==> config.mk <==
export PLATFORM = sky130hd
export DESIGN_NAME = cla_serial_subtractor
export DESIGN_NICKNAME = d
export VERILOG_FILES = /design/src/rtl/cla_serial_subtractor.sv
export SDC_FILE = /design/constraint.sdc
export NUM_CORES = 1
export LEC_CHECK = 0
export ABC_AREA = 1
export BUFFER_PORTS_ARGS = -buffer_cell sky130_fd_sc_hd__buf_2
export CAP_MARGIN = 20
export CELL_PAD_IN_SITES_DETAIL_PLACEMENT = 1
export CELL_PAD_IN_SITES_GLOBAL_PLACEMENT = 2
export CORE_MARGIN = 4
export CORE_UTILIZATION = 34
export DETAILED_ROUTE_END_ITERATION = 6
export GPL_ROUTABILITY_DRIVEN = 0
export GPL_TIMING_DRIVEN = 1
export PLACE_DENSITY = 0.89
export SETUP_SLACK_MARGIN = 0.1
export SYNTH_ARGS = -nofsm -noshare
export SYNTH_HDL_FRONTEND = slang
export SYNTH_SLANG_ARGS = --single-unit
==> constraint.sdc <==
create_clock -name clk -period 6.45 [get_ports clk]
set_input_delay 0.3225 -clock clk [delete_from_list [all_inputs] [get_ports clk]]
set_output_delay 0.3225 -clock clk [all_outputs]
set_load 0.03 [all_outputs]
==> src/rtl/cla_serial_subtractor.sv <==
// -----------------------------------------------------------------------------
// cla_serial_subtractor
//
// Multi-cycle two's-complement subtractor: D = A - B - B_in on WIDTH-bit
// operands, one 4-bit nibble per clock, least-significant nibble first.
// Each nibble is a carry-look-ahead slice computing A_nib + ~B_nib + carry,
// so the first carry is ~B_in and the final borrow is the inverted carry out.
//
// Ports:
//   clk        rising-edge clock
//   rst_n      asynchronous active-low reset
//   in_valid   operands present on A, B, B_in
//   in_ready   block can accept operands (high only in IDLE)
//   A, B       minuend / subtrahend, WIDTH bits
//   B_in       borrow in
//   out_valid  result valid (high only in DONE)
//   out_ready  consumer accepts result
//   D          difference, WIDTH bits
//   B_out      borrow out: 1 when unsigned A < B + B_in
//   OVF        signed overflow
//   Z          (only with CLA_SUB_ZERO_FLAG_EN) 1 when final D == 0
//
// Optional feature macro: CLA_SUB_ZERO_FLAG_EN adds the zero flag output Z.
// -----------------------------------------------------------------------------
module cla_serial_subtractor #(
  parameter int WIDTH = 16
) (
  input  logic             clk,
  input  logic             rst_n,
  input  logic             in_valid,
  output logic             in_ready,
  input  logic [WIDTH-1:0] A,
  input  logic [WIDTH-1:0] B,
  input  logic             B_in,
  output logic             out_valid,
  input  logic             out_ready,
  output logic [WIDTH-1:0] D,
  output logic             B_out,
`ifdef CLA_SUB_ZERO_FLAG_EN
  output logic             Z,
`endif
  output logic             OVF
);

  localparam int NIB   = WIDTH / 4;
  localparam int IDX_W = (NIB > 1) ? $clog2(NIB) : 1;
  localparam logic [IDX_W-1:0] LAST_IDX = IDX_W'(NIB - 1);

  typedef enum logic [1:0] {IDLE, RUN, DONE} state_t;

  state_t             state_q, state_d;
  logic [WIDTH-1:0]   a_q, a_d;
  logic [WIDTH-1:0]   b_q, b_d;
  logic [WIDTH-1:0]   d_q, d_d;
  logic [IDX_W-1:0]   idx_q, idx_d;
  logic               carry_q, carry_d;
  logic               bout_q, bout_d;
  logic               ovf_q, ovf_d;
`ifdef CLA_SUB_ZERO_FLAG_EN
  logic               z_q, z_d;
`endif

  // Current nibble slice: operand B is inverted so the adder performs A - B.
  logic [IDX_W+1:0] bit_base;
  logic [3:0]       a_nib, nb_nib, g, p, c, s;
  logic             c_out;

  assign bit_base = {idx_q, 2'b00};
  assign a_nib    = a_q[bit_base +: 4];
  assign nb_nib   = ~b_q[bit_base +: 4];
  assign g        = a_nib & nb_nib;
  assign p        = a_nib ^ nb_nib;

  // Look-ahead carries; c[3] is the carry into the nibble's top bit, which
  // on the last nibble is the carry into bit WIDTH-1 used for overflow.
  assign c[0]  = carry_q;
  assign c[1]  = g[0] | (p[0] & carry_q);
  assign c[2]  = g[1] | (p[1] & g[0]) | (p[1] & p[0] & carry_q);
  assign c[3]  = g[2] | (p[2] & g[1]) | (p[2] & p[1] & g[0])
               | (p[2] & p[1] & p[0] & carry_q);
  assign c_out = g[3] | (p[3] & g[2]) | (p[3] & p[2] & g[1])
               | (p[3] & p[2] & p[1] & g[0])
               | (p[3] & p[2] & p[1] & p[0] & carry_q);
  assign s     = p ^ c;

  always_ff @(posedge clk or negedge rst_n) begin
    if (!rst_n) begin
      state_q <= IDLE;
      a_q     <= '0;
      b_q     <= '0;
      d_q     <= '0;
      idx_q   <= '0;
      carry_q <= 1'b0;
      bout_q  <= 1'b0;
      ovf_q   <= 1'b0;
`ifdef CLA_SUB_ZERO_FLAG_EN
      z_q     <= 1'b0;
`endif
    end else begin
      state_q <= state_d;
      a_q     <= a_d;
      b_q     <= b_d;
      d_q     <= d_d;
      idx_q   <= idx_d;
      carry_q <= carry_d;
      bout_q  <= bout_d;
      ovf_q   <= ovf_d;
`ifdef CLA_SUB_ZERO_FLAG_EN
      z_q     <= z_d;
`endif
    end
  end

  always_comb begin
    state_d = state_q;
    a_d     = a_q;
    b_d     = b_q;
    d_d     = d_q;
    idx_d   = idx_q;
    carry_d = carry_q;
    bout_d  = bout_q;
    ovf_d   = ovf_q;
`ifdef CLA_SUB_ZERO_FLAG_EN
    z_d     = z_q;
`endif
    case (state_q)
      IDLE: begin
        if (in_valid) begin
          a_d     = A;
          b_d     = B;
          carry_d = ~B_in;
          idx_d   = '0;
`ifdef CLA_SUB_ZERO_FLAG_EN
          z_d     = 1'b1;
`endif
          state_d = RUN;
        end
      end
      RUN: begin
        d_d[bit_base +: 4] = s;
        carry_d            = c_out;
        idx_d              = idx_q + 1'b1;
`ifdef CLA_SUB_ZERO_FLAG_EN
        z_d                = z_q & (s == 4'h0);
`endif
        if (idx_q == LAST_IDX) begin
          bout_d  = ~c_out;
          ovf_d   = c[3] ^ c_out;
          idx_d   = '0;
          state_d = DONE;
        end
      end
      DONE: begin
        if (out_ready) state_d = IDLE;
      end
      default: state_d = IDLE;
    endcase
  end

  assign in_ready  = (state_q == IDLE);
  assign out_valid = (state_q == DONE);
  assign D         = d_q;
  assign B_out     = bout_q;
  assign OVF       = ovf_q;
`ifdef CLA_SUB_ZERO_FLAG_EN
  assign Z         = z_q;
`endif

endmodule

=== Word-level counts from Yosys, hierarchy flattened ===
Index checks and enable logic that the tools add are counted.
W data, S select, Z words.

* Add/subtract/negate cells: 2
* Eq/ne operators: 6
* Shift-type cells: 4
* Mux-type cells: 10
* Bitwise logic cells: 33
* Reduce and logical (&&, ||, !) cells: 6

{| class="wikitable"
|+ Operators with widths
! operator !! count
|-
| $shiftx A16 B5 Y4 || 2
|-
| $and A1 B1 Y1 || 16
|-
| $bwmux W16 || 1
|-
| $shift A4 B6 Y16 const A || 1
|-
| $shiftx A4 B6 Y16 || 1
|-
| $mux W2 || 5
|-
| $or A1 B1 Y1 || 10
|-
| $xor A4 B4 Y4 || 2
|-
| $neg A4 Y6 || 1
|-
| $pmux W2 S3 || 1
|-
| $reduce_and A2 Y1 || 3
|-
| $and A4 B4 Y4 || 1
|-
| $eq A2 B2 Y1 const B || 2
|-
| $ne A2 B2 Y1 const B || 2
|-
| $not A4 Y4 || 1
|-
| $pmux W2 S2 || 1
|-
| $reduce_and A3 Y1 || 1
|-
| $add A2 B1 Y2 const B || 1
|-
| $eq A2 B1 Y1 const B || 1
|-
| $logic_not A2 Y1 || 1
|-
| $ne A2 B1 Y1 const B || 1
|-
| $not A1 Y1 || 2
|-
| $pmux W1 S2 || 1
|-
| $reduce_bool A2 Y1 || 1
|-
| 2 further kinds || 2
|}

* Register bits after elaboration: 55
* Output and inout port bits: 20

=== Logic depth before layout (Yosys ltp) ===
Gate-level depths: netlist (run 1).

* Depth in word-level cells: 10
* Mapped depth: 15
* Mapped depth without buffers: 14

=== Least setup slack after synthesis (run 1) ===
Ideal clock, no wire load.

* Kind: reg-to-reg
* Start point: register idx_q[0]
* End point: register d_q[15], in the netlist D[15]
* Arrival time: 2054 ps
* Data required time: 6385 ps
* Setup slack: 4330 ps
* Stages on the path, launching flop included: 16
* Buffers on the path: 2
* Cells stage by stage: dfrtp_1 buf_2 inv_2 buf_4 nand2_1 a32o_1 ha_1 nand2_1 nand2_1 nor2_2 nand2_2 nand2_2 nand3_2 nor2_2 nand2_1 nand2_1

* Longest elaborated chain between the ends: 10
* Elaborated cells on any way between the ends: 25

{| class="wikitable"
|+ Ends and longest elaborated chain
! item !! RTL line !! source
|-
| from (decl) || 55 || <nowiki>logic [IDX_W-1:0] idx_q, idx_d;</nowiki>
|-
| from (signal assigned) || 104 || <nowiki>idx_q <= idx_d;</nowiki>
|-
| $shiftx A16 B5 Y4 || 70 || <nowiki>assign nb_nib = ~b_q[bit_base +: 4];</nowiki>
|-
| $not A4 Y4 || 70 ||
|-
| $xor A4 B4 Y4 / $and A4 B4 Y4 (equally long branches) || 72, 71 ||
|-
| $and A1 B1 Y1 (on tied branches) || 79, 80 ||
|-
| $or A1 B1 Y1 (tied with other cells) || 79 || <nowiki>assign c[3] = g[2] | (p[2] & g[1]) | (p[2] & p[1] & g[0])</nowiki>
|-
| $or A1 B1 Y1 / $and A1 B1 Y1 (equally long branches) || 79, 80 ||
|-
| $or A1 B1 Y1 || 80 || <nowiki>| (p[2] & p[1] & p[0] & carry_q);</nowiki>
|-
| $xor A4 B4 Y4 || 84 || <nowiki>assign s = p ^ c;</nowiki>
|-
| $shiftx A4 B6 Y16 || 140 || <nowiki>d_d[bit_base +: 4] = s;</nowiki>
|-
| $bwmux W16 (*) || 140 ||
|-
| to (signal assigned) || 91 || <nowiki>d_q <= '0;</nowiki>
|-
| to (signal assigned) || 103 || <nowiki>d_q <= d_d;</nowiki>
|-
| to (decl) || 54 || <nowiki>logic [WIDTH-1:0] d_q, d_d;</nowiki>
|}

Mark *: on every way between the ends. The rest lies on a longest branch, timed or not.
A chain may end at the register's enable or synchronous reset.

=== Worst setup path after layout (run 1) ===
* Start point: register idx_q[0]
* End point: register d_q[7], in the netlist D[7]

The elaborated chain is that of the path after synthesis.

==> results of run 1 <==
## sequential cells by signal, summed over array words and instances (netlist names)
name     flops
D           16
b_q         16
idx_q        2
OVF          1
carry_q      1
state_q      2
B_out        1
a_q         16
## logic make-up (layout without fill, tap and decap cells)
logic type                 Yosys count  after routing  synth area share
xor gates and xnor gates             3              3           0.00967
and+or+nand+nor                    180            180             0.271
adders and majority gates           12             12            0.0580
buffers and inverters               35             88            0.0576
AOI/OAI and AO/OA                   45             45            0.0972
DFF                                 55             55             0.507
## metal layers
layer  global-route usage  vias up  share of wire
met5                    0        -              0
met4               0.0341        0          0.011
met3               0.0302        9          0.042
met2                0.253       48           0.49
met1                0.200     1114           0.46
li1                     -     1149              -
## metrics by stage
| stage | instances | utilization | power [mW] | hold slack [ns] |
|---|---|---|---|---|
| floorplan | 330 | - | 1.39 | 0.0269 |
| global placement | 477 | 0.394 | 1.63 | 0.465 |
| detailed placement | 477 | 0.394 | 1.68 | 0.464 |
| CTS | 485 | 0.405 | 1.87 | 0.153 |
| global route | 485 | 0.405 | 2.04 | 0.178 |
| finish | 485 | 0.405 | 1.84 | 0.129 |
## worst max-delay path by stage
stage / start / endpoint / slack, ns / cells past startpoint
2_1_floorplan: idx_q[0] / D[15] / 4.33 / 15
3_3_place_gp: idx_q[0] / carry_q / 3.73 / 12
3_5_place_dp: idx_q[0] / D[7] / 3.58 / 13
4_1_cts: idx_q[0] / D[7] / 3.54 / 13
5_1_grt: idx_q[0] / D[7] / 3.17 / 13
6_report: idx_q[0] / D[7] / 3.54 / 13
## final cells by class
class	instances	area, um2
clock inverter	3	15.0
sequential	55	1380
timing repair buffer	57	288
multi-input combinational	240	1180
tap	102	128
clock buffer	5	68.8
fill	976	4620
inverter	23	86.3
## layout by cell type, fill, tap and decap left out
master      n
o31ai_1     3
nand4_2     1
inv_2       4
nand2_2     4
clkinv_2    3
nor2_1     14
nor2_2      4
nor2_4      2
nand3_2     1
nand2_1   147
o21ai_1    11
o21ai_0    16
o22ai_1     3
a21oi_1     5
nor3_1      1
fa_1        1
clkbuf_8    5
o211ai_1    2
buf_2      56
a32oi_1     2
a32o_1      3
dfrtp_1    55
nand4_1     1
nand3_1     5
ha_1       11
xor2_1      3
inv_1      19
buf_4       1
## Yosys cell counts, drive strengths merged
master  instances
nor2           20
xor2            3
fa              1
o31ai           3
nand4           2
inv            23
o21ai          27
a32o            3
dfrtp          55
o22ai           3
nand3           6
nand2         151
a32oi           2
buf            12
a21oi           5
ha             11
nor3            1
o211ai          2
## report_power, final
group          total (mW)  internal, mW  switching, mW
Clock               0.192        0.0748          0.117
Sequential          0.611         0.493          0.119
Combinational        1.04         0.340          0.701
==> flow_summary.json, run 1 <==
{
  "cts_setup_buffers": 0,
  "tightest_slew_ns": 0.925,
  "netlist_instances": 330,
  "dp_slack_ns": 3.58,
  "vias": 2320,
  "synth-seq-area-share": 0.507,
  "crit_path_frequent_cell": "nand2_1",
  "grt_overflow": 0,
  "rows": 32,
  "timing.rr.start": "idx_q[0]",
  "required_ns": 6.70,
  "io_buffers": 56,
  "cp_cell_sequence": "inv_2 -> o21ai_0 -> o22ai_1 -> ha_1 -> nand2_1 -> nand2_1 -> nor2_2 -> nand2_2 -> nand2_2 -> nand3_2 -> nor2_2 -> nand2_1 -> nand2_1",
  "slew_violations": 0,
  "rsz0062_at_grt": "false",
  "leakage_nw": 1.71,
  "grt_antenna_before_repair": 0,
  "cpMaxStageDelayCell": "dfrtp_1",
  "max_freq_ghz": 0.344,
  "finalClockSkew_ns": 0.00790,
  "drt_iter0_drc": 85,
  "hold_class": "in -> async",
  "endpoint_kind": "flop",
  "netlist.area_leader.share": 0.507,
  "max-cap-violations": 0,
  "syn2layout_area_growth_pct": 15.8,
  "hold_viol": 0,
  "final_cell_area_um2": 3150,
  "grt_pass1_wl_mm": 11.9,
  "start_util": 0.350,
  "num_antenna_cells": 0,
  "cts_buffer_depth": 2,
  "max_stage_delay_ns": 0.96,
  "crit_buf_inv": 1,
  "post-route-drc-count": 0,
  "synth_top_area_cell": "dfrtp_1",
  "relSlewSlack": 0.383,
  "clkTransAtPathRegs_ns": 0.10,
  "synth_area_leaders": "dfrtp_1, nand2_1, ha_1, o21ai_0, inv_1",
  "drtPass1Iterations": 4,
  "grt_usage": 0.150,
  "numClockSinks": 55,
  "yosysWarnings": 0,
  "grt_pass1_vias": 2482,
  "coreArea_um2": 7770,
  "ir_drop_v": 0.000150,
  "finalCritPeriodShare": 0.451,
  "wirelength_mm": 6.76,
  "min_period_ns": 2.91,
  "cts.htree.levels": 2,
  "die_height_um": 97.4,
  "synth_seq_cells": 55,
  "cts_tree": "built",
  "wl_per_cell_um": 13.9,
  "cts-root-buf": "clkbuf_8",
  "antenna_left": 0,
  "clk_latency_ns": 0.31,
  "die_w_um": 97.4,
  "syn-num-nets": 379,
  "cts_buffers": 5,
  "powerDensity_nw_per_um2": 586,
  "post_cts_resized": 0,
  "startpoint_type": "flop",
  "grt_max_degree": 56,
  "crit_arrival_ns": 3.17,
  "r2r_slack_ns": 3.54,
  "num_io_pins": 57,
  "ctsHoldBuffers": 0,
  "routed_via_density": 4.78,
  "critPathKind": "reg -> reg",
  "die-area_um2": 9480,
  "tns_ns": 0,
  "syn_area_um2": 2720,
  "ys_types": 26,
  "cp_max_fo": 27,
  "avgSynthCellArea_um2": 8.23,
  "nets": 431,
  "crit_family": "flip-flops",
  "status": "finished, final reports clean",
  "r2r_end": "D[7]",
  "place_area_um2": 3060,
  "r2r_cells": 13,
  "drive_above_1_share": 0.211,
  "setup_slack_ns": 3.54,
  "dpl.hpwl_mm": 5.04,
  "finalSetupViolations": 0
}
No activity file was read; power rests on OpenSTA's default activity.
==> run 2, diff against run 1 <==
ABC_AREA = 0   (was 1)
CORE_UTILIZATION = 33   (was 34)
PLACE_DENSITY = 0.84   (was 0.89)
clock period = 2.8 ns   (was 6.45 ns; I/O delays follow)
==> flow_summary.json, run 2 <==
{
  "status": "finished, final reports clean",
  "final_common_cell": "nand2_1",
  "start_util": 0.337,
  "r2r_slack_ns": 0.36,
  "numClockSinks": 55,
  "synth_area_leaders": "dfrtp_1, nand2_1, mux4_2, ha_1, o21ai_1",
  "grt_usage": 0.136,
  "p_clk_frac": 0.106,
  "io_buffers": 56,
  "critPathKind": "reg -> reg",
  "tightest_slew_ns": 0.661,
  "ys_types": 31,
  "wl_per_cell_um": 14.2,
  "cp_max_fo": 5,
  "post_layout_nonfiller_instances": 424,
  "netlist_instances": 262,
  "required_ns": 2.98,
  "drive_above_1_share": 0.255,
  "leakage_nw": 1.61,
  "p_sw_frac": 0.466,
  "cp_cell_sequence": "mux4_2 -> inv_1 -> ha_1 -> a21o_1 -> a21oi_1 -> xor2_1 -> o31ai_1",
  "post-route-drc-count": 0,
  "synthTopCellsByCount": "nand2_1, dfrtp_1, o21ai_1, ha_1, inv_1",
  "synth_top_area_cell": "dfrtp_1",
  "async_flop_share": 1.00,
  "nets": 370,
  "grt_overflow": 0,
  "finalPower_mw": 4.09,
  "syn_area_um2": 2590,
  "synth_ff_type": "dfrtp_1",
  "setup_slack_ns": 0.359,
  "clkTransAtPathRegs_ns": 0.10,
  "finalSetupViolations": 0,
  "cts_buffers": 5,
  "syn2layout_area_growth_pct": 18.5,
  "cts_buffer_depth": 2,
  "finalClockSkew_ns": 0.0129,
  "netlist.area_leader.share": 0.531,
  "relSlewSlack": 0.558,
  "grt_pass1_vias": 2112,
  "avgSynthCellArea_um2": 9.89,
  "die-area_um2": 9340,
  "powerDensity_nw_per_um2": 1330,
  "antenna_left": 0,
  "grt_max_degree": 37,
  "num_io_pins": 57,
  "max_stage_delay_ns": 0.57,
  "num_antenna_cells": 0,
  "grt_antenna_before_repair": 0,
  "seqPwrFrac": 0.329,
  "dp.cells": 414,
  "synth_edf_count": 0,
  "syn-num-nets": 311,
  "synth_seq_cells": 55,
  "synth-seq-area-share": 0.531,
  "cpMaxStageDelayCell": "mux4_2",
  "die_w_um": 96.6,
  "vias": 1902,
  "startpoint_type": "flop",
  "drt_iter0_drc": 30,
  "grt_pass1_wl_mm": 10.4,
  "slew_violations": 0,
  "endpoint_kind": "flop",
  "ir_drop_v": 0.000458,
  "cts-root-buf": "clkbuf_8",
  "rows": 32,
  "drtPass1Iterations": 4,
  "synth.most_common_cell": "nand2_1",
  "hold_class": "in -> reg",
  "cts_tree": "built",
  "routed_via_density": 4.49,
  "max-cap-violations": 0,
  "hold_viol": 0,
  "comb_power_share": 0.565,
  "final_core_util": 0.400,
  "tns_ns": 0,
  "yosysWarnings": 0,
  "dp_slack_ns": 0.356,
  "clk_latency_ns": 0.31,
  "dpl.hpwl_mm": 4.70,
  "wirelength_mm": 6.01,
  "intPower_mw": 2.19,
  "min_period_ns": 2.44,
  "coreArea_um2": 7690,
  "crit_arrival_ns": 2.62,
  "rsz0062_at_grt": "false",
  "max_freq_ghz": 0.410,
  "die_height_um": 96.6,
  "final_cell_mix": "nand2_1, buf_2, dfrtp_1",
  "finalCritPeriodShare": 0.872,
  "cts.htree.levels": 2,
  "p_switching_mw": 1.91
}
## run 2: worst max-delay path, delay by kind of cell (launching register included)
family | cells | cell delay (ns)
mux | 1 | 0.57
compound gates | 3 | 0.52
flops | 1 | 0.50
xor+xnor | 1 | 0.36
fa+ha+maj | 1 | 0.26
buf+inv | 1 | 0.10
## run 2: area by class of cell
| type | count | area [um2] |
|---|---|---|
| multi-input cells | 187 | 1110 |
| fillers | 913 | 4620 |
| clock inverters | 2 | 12.5 |
| inverters | 9 | 33.8 |
| repair buffers | 63 | 338 |
| well taps | 102 | 128 |
| flip-flops and latches | 55 | 1380 |
| clock buffers | 6 | 72.6 |
## run 2: timing repair
item,CTS,global route
setup buffers,0,0
resized for setup,0,0
hold endpoints to repair,28,0
hold buffers,2,0
endpoints found under the setup margin,0,0
## run 2: final timing paths
kind | from | endpoint | cells after the start
worst max register to register | idx_q[0] | D[2] | 7
max in group asynchronous | rst_n | b_q[5] | 3
worst min-delay path | A[11] | a_q[11] | 3
worst max-delay path | idx_q[0] | D[2] | 7
worst min register to register | a_q[1] | a_q[1] | 2
min in group asynchronous | rst_n | state_q[1] | 2
## run 2: metal layers
metal  up-vias  global-route usage  wire, um
li1        970                   -         -
met1       886               0.183      2890
met2        42               0.225      2860
met3         4              0.0317       222
met4         0              0.0259        34
met5         -                   0         0
## run 2: cell families (layout without fill, tap and decap cells)
family	Yosys count	count (layout)	synth area share
AOI/OAI and AO/OA	28	28	0.0724
xor gates and xnor gates	3	3	0.0130
adders and majority gates	12	12	0.0608
buffers and inverters	20	80	0.0405
DFF	55	55	0.531
muxes	10	10	0.0777
and+or+nand+nor	134	134	0.205
## run 2: power groups by stage
stage,Clock (mW),Combinational [mW],Sequential (mW)
floorplan,0,1.64,1.44
global route,0.487,2.58,1.40
CTS,0.449,2.37,1.36
global placement,0,2.27,1.37
finish,0.435,2.31,1.35
detailed placement,0,2.36,1.37
## run 2: per-stage QoR
step	area, um2	hold WS (ns)
finish	3070	0.0234
global route	3070	0.00626
CTS	3070	0.0136
detailed placement	2970	0.193
global placement	2970	0.192
floorplan	2590	-0.156
